$ cat config.mk
export PLATFORM = sky130hd
export DESIGN_NAME = mem_port_arbiter
export DESIGN_NICKNAME = d
export VERILOG_FILES = /design/src/rtl/mem_port_arbiter_pkg.sv /design/src/rtl/mem_port_arbiter_bus_watchdog.sv /design/src/rtl/mem_port_arbiter.sv
export SDC_FILE = /design/constraint.sdc
export NUM_CORES = 1
export LEC_CHECK = 0
export ABC_AREA = 1
export ABC_CLOCK_PERIOD_IN_PS = 8700
export CAP_MARGIN = 20
export CORE_MARGIN = 4
export CORE_UTILIZATION = 45
export CTS_CLUSTER_SIZE = 25
export DETAILED_ROUTE_END_ITERATION = 12
export GPL_TIMING_DRIVEN = 0
export HOLD_SLACK_MARGIN = 0.05
export PLACE_DENSITY = 0.85
export SLEW_MARGIN = 10
export SYNTH_ARGS = -nofsm -noshare
export SYNTH_HDL_FRONTEND = slang
export SYNTH_SLANG_ARGS = --single-unit
$ cat constraint.sdc
create_clock -name i_clk -period 8.7 [get_ports i_clk]
set_input_delay 2.175 -clock i_clk [delete_from_list [all_inputs] [get_ports i_clk]]
set_output_delay 2.175 -clock i_clk [all_outputs]
set_load 0.01 [all_outputs]
$ cat src/rtl/mem_port_arbiter_pkg.sv
// Shared types for the memory port arbiter: FSM states, grant IDs and the
// watchdog counter width helper.
package mem_arb_pkg;

    typedef enum logic [1:0] {
        IDLE = 2'd0,
        REQ  = 2'd1,
        RESP = 2'd2,
        ERR  = 2'd3
    } arb_state_t;

    typedef enum logic {
        GNT_IF  = 1'b0,
        GNT_MEM = 1'b1
    } gnt_id_t;

    // Counter must hold TIMEOUT; keep at least one bit so a disabled
    // watchdog (TIMEOUT = 0) still elaborates.
    function automatic int wd_cnt_width(input int timeout);
        return (timeout < 1) ? 1 : $clog2(timeout + 1);
    endfunction

endpackage

$ cat src/rtl/mem_port_arbiter_bus_watchdog.sv
// Clear/enable saturating cycle counter. 'expired' is raised during the
// cycle whose closing edge would bring the count to TIMEOUT, so the owner
// can leave its busy state after exactly TIMEOUT busy cycles.
module bus_watchdog
    import mem_arb_pkg::*;
#(
    parameter int TIMEOUT = 256
) (
    input  logic clk,
    input  logic rst,
    input  logic clr,
    input  logic en,
    output logic expired
);

    localparam int CNT_W = wd_cnt_width(TIMEOUT);

    logic [CNT_W-1:0] count_reg;

    // Count busy cycles, clear on request, saturate at all-ones.
    always_ff @(posedge clk or posedge rst) begin
        if (rst) begin
            count_reg <= '0;
        end else if (clr) begin
            count_reg <= '0;
        end else if (en && (count_reg != '1)) begin
            count_reg <= count_reg + 1'b1;
        end
    end

    generate
        if (TIMEOUT == 0) begin : g_off
            assign expired = 1'b0;
        end else begin : g_on
            assign expired = en && (count_reg >= CNT_W'(TIMEOUT - 1));
        end
    endgenerate

endmodule

$ cat src/rtl/mem_port_arbiter.sv
// Shares one memory bus between instruction fetch and the load/store path.
// One transaction in flight, all bus outputs registered, completions are
// reported with a one-cycle valid pulse. Data requests win over fetch.
module mem_port_arbiter
    import mem_arb_pkg::*;
#(
    parameter int ADDR_W  = 32,
    parameter int DATA_W  = 32,
    parameter int TIMEOUT = 256
) (
    input  logic                i_clk,
    input  logic                i_rst,
    input  logic                i_if_req,
    input  logic [ADDR_W-1:0]   i_if_addr,
    output logic [DATA_W-1:0]   o_if_rdata,
    output logic                o_if_valid,
    input  logic                i_mem_ren,
    input  logic                i_mem_wen,
    input  logic [ADDR_W-1:0]   i_mem_addr,
    input  logic [DATA_W-1:0]   i_mem_wdata,
    input  logic [DATA_W/8-1:0] i_mem_mask,
    output logic [DATA_W-1:0]   o_mem_rdata,
    output logic                o_mem_valid,
    output logic                o_bus_req,
    output logic                o_bus_we,
    output logic [ADDR_W-1:0]   o_bus_addr,
    output logic [DATA_W-1:0]   o_bus_wdata,
    output logic [DATA_W/8-1:0] o_bus_mask,
    input  logic                i_bus_ready,
    input  logic                i_bus_rvalid,
    input  logic [DATA_W-1:0]   i_bus_rdata,
    output logic                o_stall,
    output logic                o_bus_err
);

    localparam int MASK_W = DATA_W / 8;

    arb_state_t        state_reg;
    gnt_id_t           gnt_reg;
    logic              data_req;
    logic              fetch_req;
    logic              wd_busy;
    logic              wd_idle;
    logic              wd_expired;
    logic [MASK_W-1:0] data_mask;

    // A requester still holding its line during its own completion cycle
    // must not be granted again, hence the masking by the valid pulse.
    assign data_req  = (i_mem_ren | i_mem_wen) & ~o_mem_valid;
    assign fetch_req = i_if_req & ~o_if_valid;
    assign o_stall   = fetch_req | data_req | (state_reg == ERR);

    assign wd_busy = (state_reg == REQ) || (state_reg == RESP);
    assign wd_idle = (state_reg == IDLE);

    // Reads always enable every byte lane; writes (including ren+wen) use
    // the requester's byte enables.
    genvar gi;
    generate
        for (gi = 0; gi < MASK_W; gi++) begin : g_mask
            assign data_mask[gi] = i_mem_wen ? i_mem_mask[gi] : 1'b1;
        end
    endgenerate

    bus_watchdog #(
        .TIMEOUT (TIMEOUT)
    ) u_watchdog (
        .clk     (i_clk),
        .rst     (i_rst),
        .clr     (wd_idle),
        .en      (wd_busy),
        .expired (wd_expired)
    );

    // Arbitration/sequencing FSM with all outputs registered.
    always_ff @(posedge i_clk or posedge i_rst) begin
        if (i_rst) begin
            state_reg   <= IDLE;
            gnt_reg     <= GNT_IF;
            o_bus_req   <= 1'b0;
            o_bus_we    <= 1'b0;
            o_bus_addr  <= '0;
            o_bus_wdata <= '0;
            o_bus_mask  <= '0;
            o_if_rdata  <= '0;
            o_if_valid  <= 1'b0;
            o_mem_rdata <= '0;
            o_mem_valid <= 1'b0;
            o_bus_err   <= 1'b0;
        end else begin
            o_if_valid  <= 1'b0;
            o_mem_valid <= 1'b0;
            case (state_reg)
                IDLE: begin
                    if (data_req) begin
                        gnt_reg     <= GNT_MEM;
                        o_bus_req   <= 1'b1;
                        o_bus_we    <= i_mem_wen;
                        o_bus_addr  <= i_mem_addr;
                        o_bus_wdata <= i_mem_wdata;
                        o_bus_mask  <= data_mask;
                        state_reg   <= REQ;
                    end else if (fetch_req) begin
                        gnt_reg     <= GNT_IF;
                        o_bus_req   <= 1'b1;
                        o_bus_we    <= 1'b0;
                        o_bus_addr  <= i_if_addr;
                        o_bus_wdata <= '0;
                        o_bus_mask  <= '1;
                        state_reg   <= REQ;
                    end
                end
                REQ: begin
                    // The bus had its full allowance; an accept in the
                    // expiring cycle still counts as too late.
                    if (wd_expired) begin
                        o_bus_req <= 1'b0;
                        o_bus_err <= 1'b1;
                        state_reg <= ERR;
                    end else if (i_bus_ready) begin
                        o_bus_req <= 1'b0;
                        state_reg <= RESP;
                    end
                end
                RESP: begin
                    // A response in the last allowed cycle completes normally.
                    if (i_bus_rvalid) begin
                        state_reg <= IDLE;
                        if (gnt_reg == GNT_IF) begin
                            o_if_rdata <= i_bus_rdata;
                            o_if_valid <= 1'b1;
                        end else begin
                            o_mem_valid <= 1'b1;
                            if (!o_bus_we) begin
                                o_mem_rdata <= i_bus_rdata;
                            end
                        end
                    end else if (wd_expired) begin
                        o_bus_err <= 1'b1;
                        state_reg <= ERR;
                    end
                end
                ERR: begin
                    o_bus_req <= 1'b0;
                    o_bus_err <= 1'b1;
                end
                default: begin
                    state_reg <= IDLE;
                end
            endcase
        end
    end

endmodule

==> impl_metrics.yaml, run 1 <==
clocking:
  cts-root-buf: "sky130_fd_sc_hd__clkbuf_16"
  clk_pin_slew_ps: 60
  worstSkewPairLatency_ps: 410
  cts-root-to-sink-buffers: 2
  clock-sinks: 149
  cts_resized: 0
  tritoncts_clock_tree: "done"
  cts-buffers-inserted: 17
  cts_hold_buf: 0
  h-tree-depth: 4
  post_cts.repair.setup_buffers: 0
critical_path:
  worstPathRequired_ps: 6530
  cp.arrival_ps: 3940
  max_stage_delay_ps: 520
  worstRegToRegCells: 6
  critPathTopFamily: "buffers and inverters"
  path_common_cell: "sky130_fd_sc_hd__clkdlybuf4s50_1"
  number_of_logic_stages_on_the_critical_path_including_buffering: 5
  cp_num_buf_inv: 3
  timing.critical_path.to_type: "primary output"
  worst-path-max-fanout: 10
  setup.worst_path.class: "in2out"
  setup.worst_path.start_class: "input port"
  critical_path.slowest_cell: "sky130_fd_sc_hd__clkdlybuf4s50_1"
  worstPathCellList: "clkdlybuf4s50_1 > o21bai_4 > clkbuf_1 > nand3_1 > clkdlybuf4s50_1"
logic_synthesis:
  synthTopCellsByCount: "149 x sky130_fd_sc_hd__dfrtp_1, 149 x sky130_fd_sc_hd__nand2_1, 105 x sky130_fd_sc_hd__o21ai_0, 85 x sky130_fd_sc_hd__inv_1, 32 x sky130_fd_sc_hd__a22o_1"
  syn-num-nets: 793
  asyncSetResetFlopFracSynth_pct: 100
  synth_largest_type_area_fraction_pct: 60.2
  post_synth_num_cell_types: 27
  number_of_instances_in_the_synthesized_netlist: 646
  synth-main-ff-cell: "sky130_fd_sc_hd__dfrtp_1"
  seq_cells_post_synth: 149
  synth_top_family_by_area: "compound AO/OA/AOI/OAI gates"
  synth_seq_area_share_pct: 60.2
  netlist_top_cells_area: "sky130_fd_sc_hd__dfrtp_1 60%, sky130_fd_sc_hd__nand2_1 9.0%, sky130_fd_sc_hd__o21ai_0 8.5%"
  syn_area_sq_um: 6190
  synth_warnings: 0
  simple_gate_share_of_the_synthesized_area_pct: 12.3
  synthesis.area_per_instance_sq_um: 9.59
  synth.mux.area_fraction_pct: 0
  synth_adder_area_share_pct: 1.62
  post-synth-top-area-cell: "sky130_fd_sc_hd__dfrtp_1"
  synth_xor_area_share_pct: 0
  synth_edf_count: 0
  synth_compound_gate_area_share_pct: 17.9
placement:
  dp.final_hpwl_mm: 14.9
  place_inst: 1099
  routabilityCongestion: 0.837
  portBuffers: 276
sta:
  hold_viol: 0
  rsz0062_at_grt: "no"
  relative_slew_slack_pct: 65.8
  final.period_utilization_pct: 70.3
  setup_violations: 0
  transition_time_at_the_pin_with_the_least_slew_margin_ps: 513
  final.setup.tns_ps: 0
  final.min_clock_period_ps: 6120
  fin_skew_ps: 5.57
  slew_viol_final: 0
  fin_worst_hold_slack_ps: 486
  fmaxAchievable_mhz: 163
global_route:
  grt_pass1_wl_mm: 31.6
  grt_pass1_vias: 5847
  grt_max_degree: 103
  grt_usage_pct: 25.6
  grt_antenna_before_repair: 0
  globalRoute.totalOverflow: 0
detailed_routing:
  routed.top_layer: "met4"
  wl_met2_mm: 9.93
  wirelength_mm: 19.9
  viasPerCell: 5.03
  met1_length_mm: 7.78
  detail_route.iter0.violations: 381
  remaining_routing_drc_violations: 0
  vias: 5686
  drt-pass1-iter-count: 4
  post_drt_wl_per_cell_um: 17.6
  postRouteAntennaNets: 0
  met3WireLength_mm: 1.70
layout:
  final_core_utilization_pct: 73.5
  final_cells: 1130
  ff_latch_area_sq_um: 3730
  drive_gt1_share_pct: 7.13
  multiInputGateArea_sq_um: 1980
  filler_cell_count: 969
  antenna_diode_instance_count: 0
  final_net_count: 1089
  syn_to_final_growth_pct: 58.5
job:
  max_cap_viol_count: 0
power_and_ir_drop:
  pwr_density_cell_nw_per_um2: 354
  total_leakage_power_nw: 4.53
  finalPower_mw: 3.47
  worst_ir_drop_on_vdd_mv: 0.242
floorplanning:
  die_h_um: 125
  number_of_placed_i_o_pins: 277
  floorplan.die_area_sq_um: 15700
  floorplan.initialDensity_pct: 46.4
  core_area_sq_um: 13300
  fp.dieW_um: 125
  core.rowCount: 42
min_path:
  worst_hold_depth: 2
  path_class_of_the_lowest_slack_min_delay_path: "reg2reg"
run_status:
  outcome: "finished, final reports clean"
==> cell usage in the layout, fill, tap and decap left out, drive strengths merged <==
| master | instances |
|---|---|
| clkbuf | 38 |
| clkinvlp | 2 |
| o21ai | 136 |
| a21oi | 12 |
| dfrtp | 149 |
| nor3 | 1 |
| inv | 87 |
| bufinv | 3 |
| nand2 | 156 |
| o21bai | 2 |
| o22a | 4 |
| a22o | 32 |
| buf | 19 |
| clkdlybuf4s50 | 276 |
| nor2 | 15 |
| ha | 8 |
| nand3 | 10 |
| o22ai | 1 |
| clkinv | 3 |
==> cell families (layout without fill, tap and decap cells) <==
group                    count (synthesis)  in the layout
AO/OA/AOI/OAI                          187            187
adder cells (fa/ha/maj)                  8              8
buffers and inverters                  120            428
flip-flops                             149            149
AND/OR/NAND/NOR                        182            182
==> worst register-to-register path, cell delays in order, from the launching register on <==
cell and delay (ps):
sky130_fd_sc_hd__dfrtp_1 420, sky130_fd_sc_hd__inv_1 110, sky130_fd_sc_hd__ha_1 220, sky130_fd_sc_hd__inv_1 110, sky130_fd_sc_hd__nor2_2 290, sky130_fd_sc_hd__nand2_1 270, sky130_fd_sc_hd__o22a_1 270
==> per-layer routing <==
layer  GRT usage [%]  vias up
met5               0        -
met4            8.93        0
met3            8.49       33
met2            42.8      227
met1            31.4     2745
li1                -     2681
==> report_power, final <==
part | leakage [nW] | switching [mW] | internal, mW | total (mW)
Clock | 0.289 | 0.272 | 0.472 | 0.743
Combinational | 2.38 | 0.720 | 0.811 | 1.53
Sequential | 1.87 | 0.184 | 1.01 | 1.20
Total | 4.53 | 1.18 | 2.30 | 3.47
==> final timing paths <==
check	startpoint	endpoint	slack, ps
min	o_bus_addr[13]	o_bus_addr[13]	490
max reg2reg	state_reg[1]	o_bus_mask[1]	6900
min reg2reg	o_bus_addr[13]	o_bus_addr[13]	490
max in group asynchronous	i_rst	o_bus_addr[6]	5740
max	i_mem_wen	o_stall	2580
min in group asynchronous	i_rst	o_bus_wdata[12]	2150
==> area by class of cell <==
class	count	share of cell area [%]
clock inverters	8	1.26
well taps	176	2.24
repair buffers	277	28.4
clock buffers	23	4.87
inverters	87	3.40
multi-input cells	377	20.1
flip-flops and latches	149	38.0
plain buffers	33	1.64
==> metrics by stage <==
step	worst slack [ps]	cell area, sq um
2_1_floorplan	2520	6190
3_3_place_gp	490	9180
3_5_place_dp	2560	9210
4_1_cts	2560	9810
5_1_grt	2500	9810
6_report	2580	9810
No activity file was read; power rests on OpenSTA's default activity.
==> run 2: changes to the inputs <==
ABC_CLOCK_PERIOD_IN_PS = 5100   (was 8700)
CORE_UTILIZATION = 38   (was 45)
PLACE_DENSITY = 0.77   (was 0.85)
clock period = 5.1 ns   (was 8.7 ns; I/O delays follow)
==> impl_metrics.yaml, run 2 (same netlist as run 1, synthesis figures left out) <==
power_and_ir_drop:
  total_leakage_power_nw: 4.53
  seq_power_share_pct: 34.9
  pwr_density_cell_nw_per_um2: 589
  worst_ir_drop_on_vdd_mv: 0.256
  power.share.combinational_pct: 44.6
  finalPower_mw: 5.82
  sw_frac_of_total_pct: 34.2
  internal_power_mw: 3.83
  power_switching_mw: 1.99
  power.clock.fraction_pct: 20.6
placement:
  post_dp_cell_area_sq_um: 9310
  portBuffers: 276
  dp.final_hpwl_mm: 15.2
  routabilityCongestion: 0.809
  place_inst: 1142
  dp_worst_setup_slack_ps: 814
layout:
  multiInputGateArea_sq_um: 1980
  syn_to_final_growth_pct: 59.5
  drive_gt1_share_pct: 7.63
  final_cells: 1173
  filler_cell_count: 1351
  final_core_utilization_pct: 62.0
  final_standard_cell_area_without_fillers_sq_um: 9880
  final_cell_mix: "276 x sky130_fd_sc_hd__clkdlybuf4s50_1, 149 x sky130_fd_sc_hd__nand2_1, 149 x sky130_fd_sc_hd__dfrtp_1, 105 x sky130_fd_sc_hd__o21ai_0, 84 x sky130_fd_sc_hd__inv_1"
  final_net_count: 1092
  antenna_diode_instance_count: 0
  ff_latch_area_sq_um: 3730
  most_common_library_cell_in_the_layout_ignoring_fill_and_taps: "sky130_fd_sc_hd__clkdlybuf4s50_1"
critical_path:
  worst-path-max-fanout: 10
  worstPathCellList: "clkdlybuf4s50_1 > o21bai_4 > clkbuf_1 > nand3_1 > clkdlybuf4s50_1"
  setup.worst_path.start_class: "input port"
  max_stage_delay_ps: 520
  worstPathRequired_ps: 3830
  timing.critical_path.to_type: "primary output"
  cp.arrival_ps: 2990
  critical_path.slowest_cell: "sky130_fd_sc_hd__clkdlybuf4s50_1"
  path_common_cell: "sky130_fd_sc_hd__clkdlybuf4s50_1"
  setup.worst_path.class: "in2out"
  cp-startpoint: "i_mem_wen"
  reg2reg_from: "state_reg[0]"
clocking:
  clock-sinks: 149
  clk_pin_slew_ps: 60
  tritoncts_clock_tree: "done"
  cts-root-to-sink-buffers: 2
  h-tree-depth: 4
  worstSkewPairLatency_ps: 410
  cts-buffers-inserted: 17
  cts_resized: 0
  cts-root-buf: "sky130_fd_sc_hd__clkbuf_16"
  cts_hold_buf: 0
  post_cts.repair.setup_buffers: 0
min_path:
  timing.hold.worst.start: "o_bus_err"
  path_class_of_the_lowest_slack_min_delay_path: "reg2reg"
floorplanning:
  fp.dieW_um: 136
  core.rowCount: 46
  floorplan.die_area_sq_um: 18400
  number_of_placed_i_o_pins: 277
  core_area_sq_um: 15900
  floorplan.initialDensity_pct: 38.8
  die_h_um: 136
global_route:
  grt_max_degree: 34
  grt_usage_pct: 21.0
  grt_antenna_before_repair: 0
  grt_pass1_vias: 5605
  globalRoute.totalOverflow: 0
  grt_pass1_wl_mm: 29.9
sta:
  fin_skew_ps: 7.57
  fin_worst_hold_slack_ps: 479
  final.period_utilization_pct: 83.7
  fmaxAchievable_mhz: 234
  timing.final.ws_setup_ps: 830
  hold_viol: 0
  slew_viol_final: 0
  setup_violations: 0
  rsz0062_at_grt: "no"
  final.setup.tns_ps: 0
  relative_slew_slack_pct: 49.4
  transition_time_at_the_pin_with_the_least_slew_margin_ps: 757
  final.min_clock_period_ps: 4270
run_status:
  outcome: "finished, final reports clean"
detailed_routing:
  detail_route.iter0.violations: 234
  drt-pass1-iter-count: 5
  wirelength_mm: 19.5
  postRouteAntennaNets: 0
  post_drt_wl_per_cell_um: 16.6
  remaining_routing_drc_violations: 0
  viasPerCell: 4.71
  vias: 5528
job:
  max_cap_viol_count: 0
## run 2: cell count changes in the layout (fill, tap and decap cells not counted), moves of 2 or more
cell,delta
sky130_fd_sc_hd__clkinvlp_4,+2
sky130_fd_sc_hd__buf_12,+4
sky130_fd_sc_hd__clkbuf_1,-2
sky130_fd_sc_hd__bufinv_16,-2
sky130_fd_sc_hd__inv_6,+2
## run 2: power by group through the flow
stage / clock network (mW) / registers, mW / logic [mW]
finish: 1.20 / 2.03 / 2.59
floorplan: 0 / 2.27 / 0.860
global placement: 0 / 2.02 / 2.58
CTS: 1.22 / 2.03 / 2.64
global route: 1.27 / 2.10 / 2.82
detailed placement: 0 / 2.03 / 2.63
## run 2: cell type report
class | count | area share (%)
clock inverters | 10 | 0.988
clock buffers | 21 | 4.76
plain buffers | 33 | 1.63
multi-input cells | 377 | 20.0
flip-flops and latches | 149 | 37.8
repair buffers | 280 | 28.8
well taps | 216 | 2.74
inverters | 87 | 3.34
## run 2: worst paths after layout
kind                                            to  slack (ps)  cells after the start
max in group asynchronous  u_watchdog.count_reg[1]        2930                      4
min                                      o_bus_err         480                      1
min reg2reg                              o_bus_err         480                      1
max                                        o_stall         830                      5
min in group asynchronous          o_bus_wdata[10]        1340                      2
max reg2reg                         o_if_rdata[25]        3300                      8
## run 2: worst max-delay path, delay by kind of cell
family / cells / cell delay [ps]
AO/OA/AOI/OAI: 1 / 250
AND/OR/NAND/NOR: 1 / 120
buffers and inverters: 3 / 1350
## run 2: routing by layer
metal,up-vias,GRT usage [%],routed length [um]
li1,2689,-,-
met1,2603,24.8,7830
met2,214,35.0,9270
met3,22,9.03,2060
met4,0,6.22,334
met5,-,0,0
==> run 3: changes to the inputs <==
ABC_CLOCK_PERIOD_IN_PS = 4250   (was 5100)
CORE_UTILIZATION = 42   (was 38)
PLACE_DENSITY = 0.81   (was 0.77)
clock period = 4.25 ns   (was 5.1 ns; I/O delays follow)
==> impl_metrics.yaml, run 3 (same netlist as run 1, synthesis figures left out) <==
layout:
  most_common_library_cell_in_the_layout_ignoring_fill_and_taps: "sky130_fd_sc_hd__clkdlybuf4s50_1"
  final_cell_mix: "276 x sky130_fd_sc_hd__clkdlybuf4s50_1, 149 x sky130_fd_sc_hd__nand2_1, 149 x sky130_fd_sc_hd__dfrtp_1, 105 x sky130_fd_sc_hd__o21ai_0, 84 x sky130_fd_sc_hd__inv_1"
  antenna_diode_instance_count: 0
  syn_to_final_growth_pct: 58.9
  final_net_count: 1092
  filler_cell_count: 1127
  final_core_utilization_pct: 68.0
  drive_gt1_share_pct: 7.72
detailed_routing:
  remaining_routing_drc_violations: 0
  postRouteAntennaNets: 0
  detail_route.iter0.violations: 270
  vias: 5579
  viasPerCell: 4.89
  drt-pass1-iter-count: 5
  post_drt_wl_per_cell_um: 16.9
  wirelength_mm: 19.3
sta:
  setup_violations: 0
  hold_viol: 0
  fin_skew_ps: 10.6
  final.period_utilization_pct: 89.7
  transition_time_at_the_pin_with_the_least_slew_margin_ps: 651
  slew_viol_final: 0
  rsz0062_at_grt: "no"
  fmaxAchievable_mhz: 262
  final.min_clock_period_ps: 3810
  relative_slew_slack_pct: 56.5
clocking:
  cts_resized: 0
  h-tree-depth: 4
  cts-buffers-inserted: 17
  cts-root-buf: "sky130_fd_sc_hd__clkbuf_16"
  clk_pin_slew_ps: 60
  clock-sinks: 149
  post_cts.repair.setup_buffers: 0
  cts-root-to-sink-buffers: 2
  tritoncts_clock_tree: "done"
  worstSkewPairLatency_ps: 420
  cts_hold_buf: 0
critical_path:
  reg2reg_from: "state_reg[0]"
  setup.worst_path.start_class: "input port"
  worstRegToRegCells: 8
  setup.worst_path.class: "in2out"
  path_common_cell: "sky130_fd_sc_hd__clkdlybuf4s50_1"
  cp-startpoint: "i_mem_wen"
  critical_path.slowest_cell: "sky130_fd_sc_hd__clkdlybuf4s50_1"
  reg2reg_setup_slack_ps: 2420
  worstPathCellList: "clkdlybuf4s50_1 > o21bai_4 > clkbuf_1 > nand3_1 > clkdlybuf4s50_1"
  timing.critical_path.to_type: "primary output"
  worst-path-max-fanout: 10
  critPathTopFamily: "buffers and inverters"
  cp_num_buf_inv: 3
  cp.arrival_ps: 2750
  number_of_logic_stages_on_the_critical_path_including_buffering: 5
  r2r_end: "o_if_rdata[22]"
  worstSetupEndpoint: "o_stall"
  worstPathRequired_ps: 3190
  max_stage_delay_ps: 510
global_route:
  grt_antenna_before_repair: 0
  globalRoute.totalOverflow: 0
  grt_max_degree: 39
  groute.layer.met2.usage_pct: 38.5
  grt_pass1_wl_mm: 29.8
  grt_usage_pct: 23.1
  grt_pass1_vias: 5598
  most_crowded_layer_gr: "met2"
  grt.met1_usage_pct: 27.3
  met3_usage_pct: 9.19
floorplanning:
  floorplan.initialDensity_pct: 42.8
  core_area_sq_um: 14500
  floorplan.die_area_sq_um: 16700
  number_of_placed_i_o_pins: 277
  die_h_um: 129
  fp.dieW_um: 129
  core.rowCount: 44
run_status:
  outcome: "finished, final reports clean"
placement:
  dp.final_hpwl_mm: 14.7
  routabilityCongestion: 0.802
  portBuffers: 276
power_and_ir_drop:
  total_leakage_power_nw: 4.54
  finalPower_mw: 7.00
  worst_ir_drop_on_vdd_mv: 0.495
  pwr_density_cell_nw_per_um2: 712
min_path:
  path_class_of_the_lowest_slack_min_delay_path: "reg2reg"
job:
  max_cap_viol_count: 0
## run 3: how the worst min path moves through the flow
stage,start,endpoint,slack (ps),cells after the start
2_1_floorplan,gnt_reg,o_if_valid,460,1
3_3_place_gp,o_if_rdata[25],o_if_rdata[25],460,2
3_5_place_dp,o_if_rdata[12],o_if_rdata[12],470,2
4_1_cts,o_bus_addr[23],o_bus_addr[23],490,2
5_1_grt,o_bus_addr[6],o_bus_addr[6],500,2
6_report,o_bus_addr[23],o_bus_addr[23],480,2
## run 3: per-layer routing
metal,wire (um),up-vias
met4,359,0
li1,-,2684
met2,9320,229
met3,1940,31
met5,0,-
met1,7670,2635
## run 3: tightest hold or removal path, stage by stage, from the launching register on
cell,delay (ps)
sky130_fd_sc_hd__dfrtp_1,340
sky130_fd_sc_hd__nand2_1,50
sky130_fd_sc_hd__o21ai_0,60
## run 3: area by class of cell
cell class | instances | area [sq um] | share of cell area (%)
Buffer | 33 | 161 | 1.64
Clock buffer | 18 | 429 | 4.36
Clock inverter | 14 | 141 | 1.44
Inverter | 87 | 330 | 3.36
Multi-Input combinational cell | 377 | 1980 | 20.1
Sequential cell | 149 | 3730 | 37.9
Tap cell | 184 | 230 | 2.34
Timing Repair Buffer | 280 | 2840 | 28.9
## run 3: report_power, final
part	switching (mW)	internal [mW]	leakage, nW	total, mW
registers	0.361	2.07	1.87	2.43
logic	1.45	1.66	2.40	3.11
clock network	0.630	0.824	0.279	1.45
total	2.44	4.56	4.54	7.00
## run 3: stage by stage
step | std cells | setup WS, ps | hold WS [ps] | area [sq um] | setup TNS [ps]
detailed placement | 1110 | 421 | 472 | 9270 | 0
global route | 1142 | 315 | 505 | 9840 | 0
finish | 1142 | 437 | 481 | 9840 | 0
floorplan | 646 | 1310 | 456 | 6200 | 0
CTS | 1142 | 419 | 488 | 9840 | 0
global placement | 1106 | -34.3 | 465 | 9190 | -4100
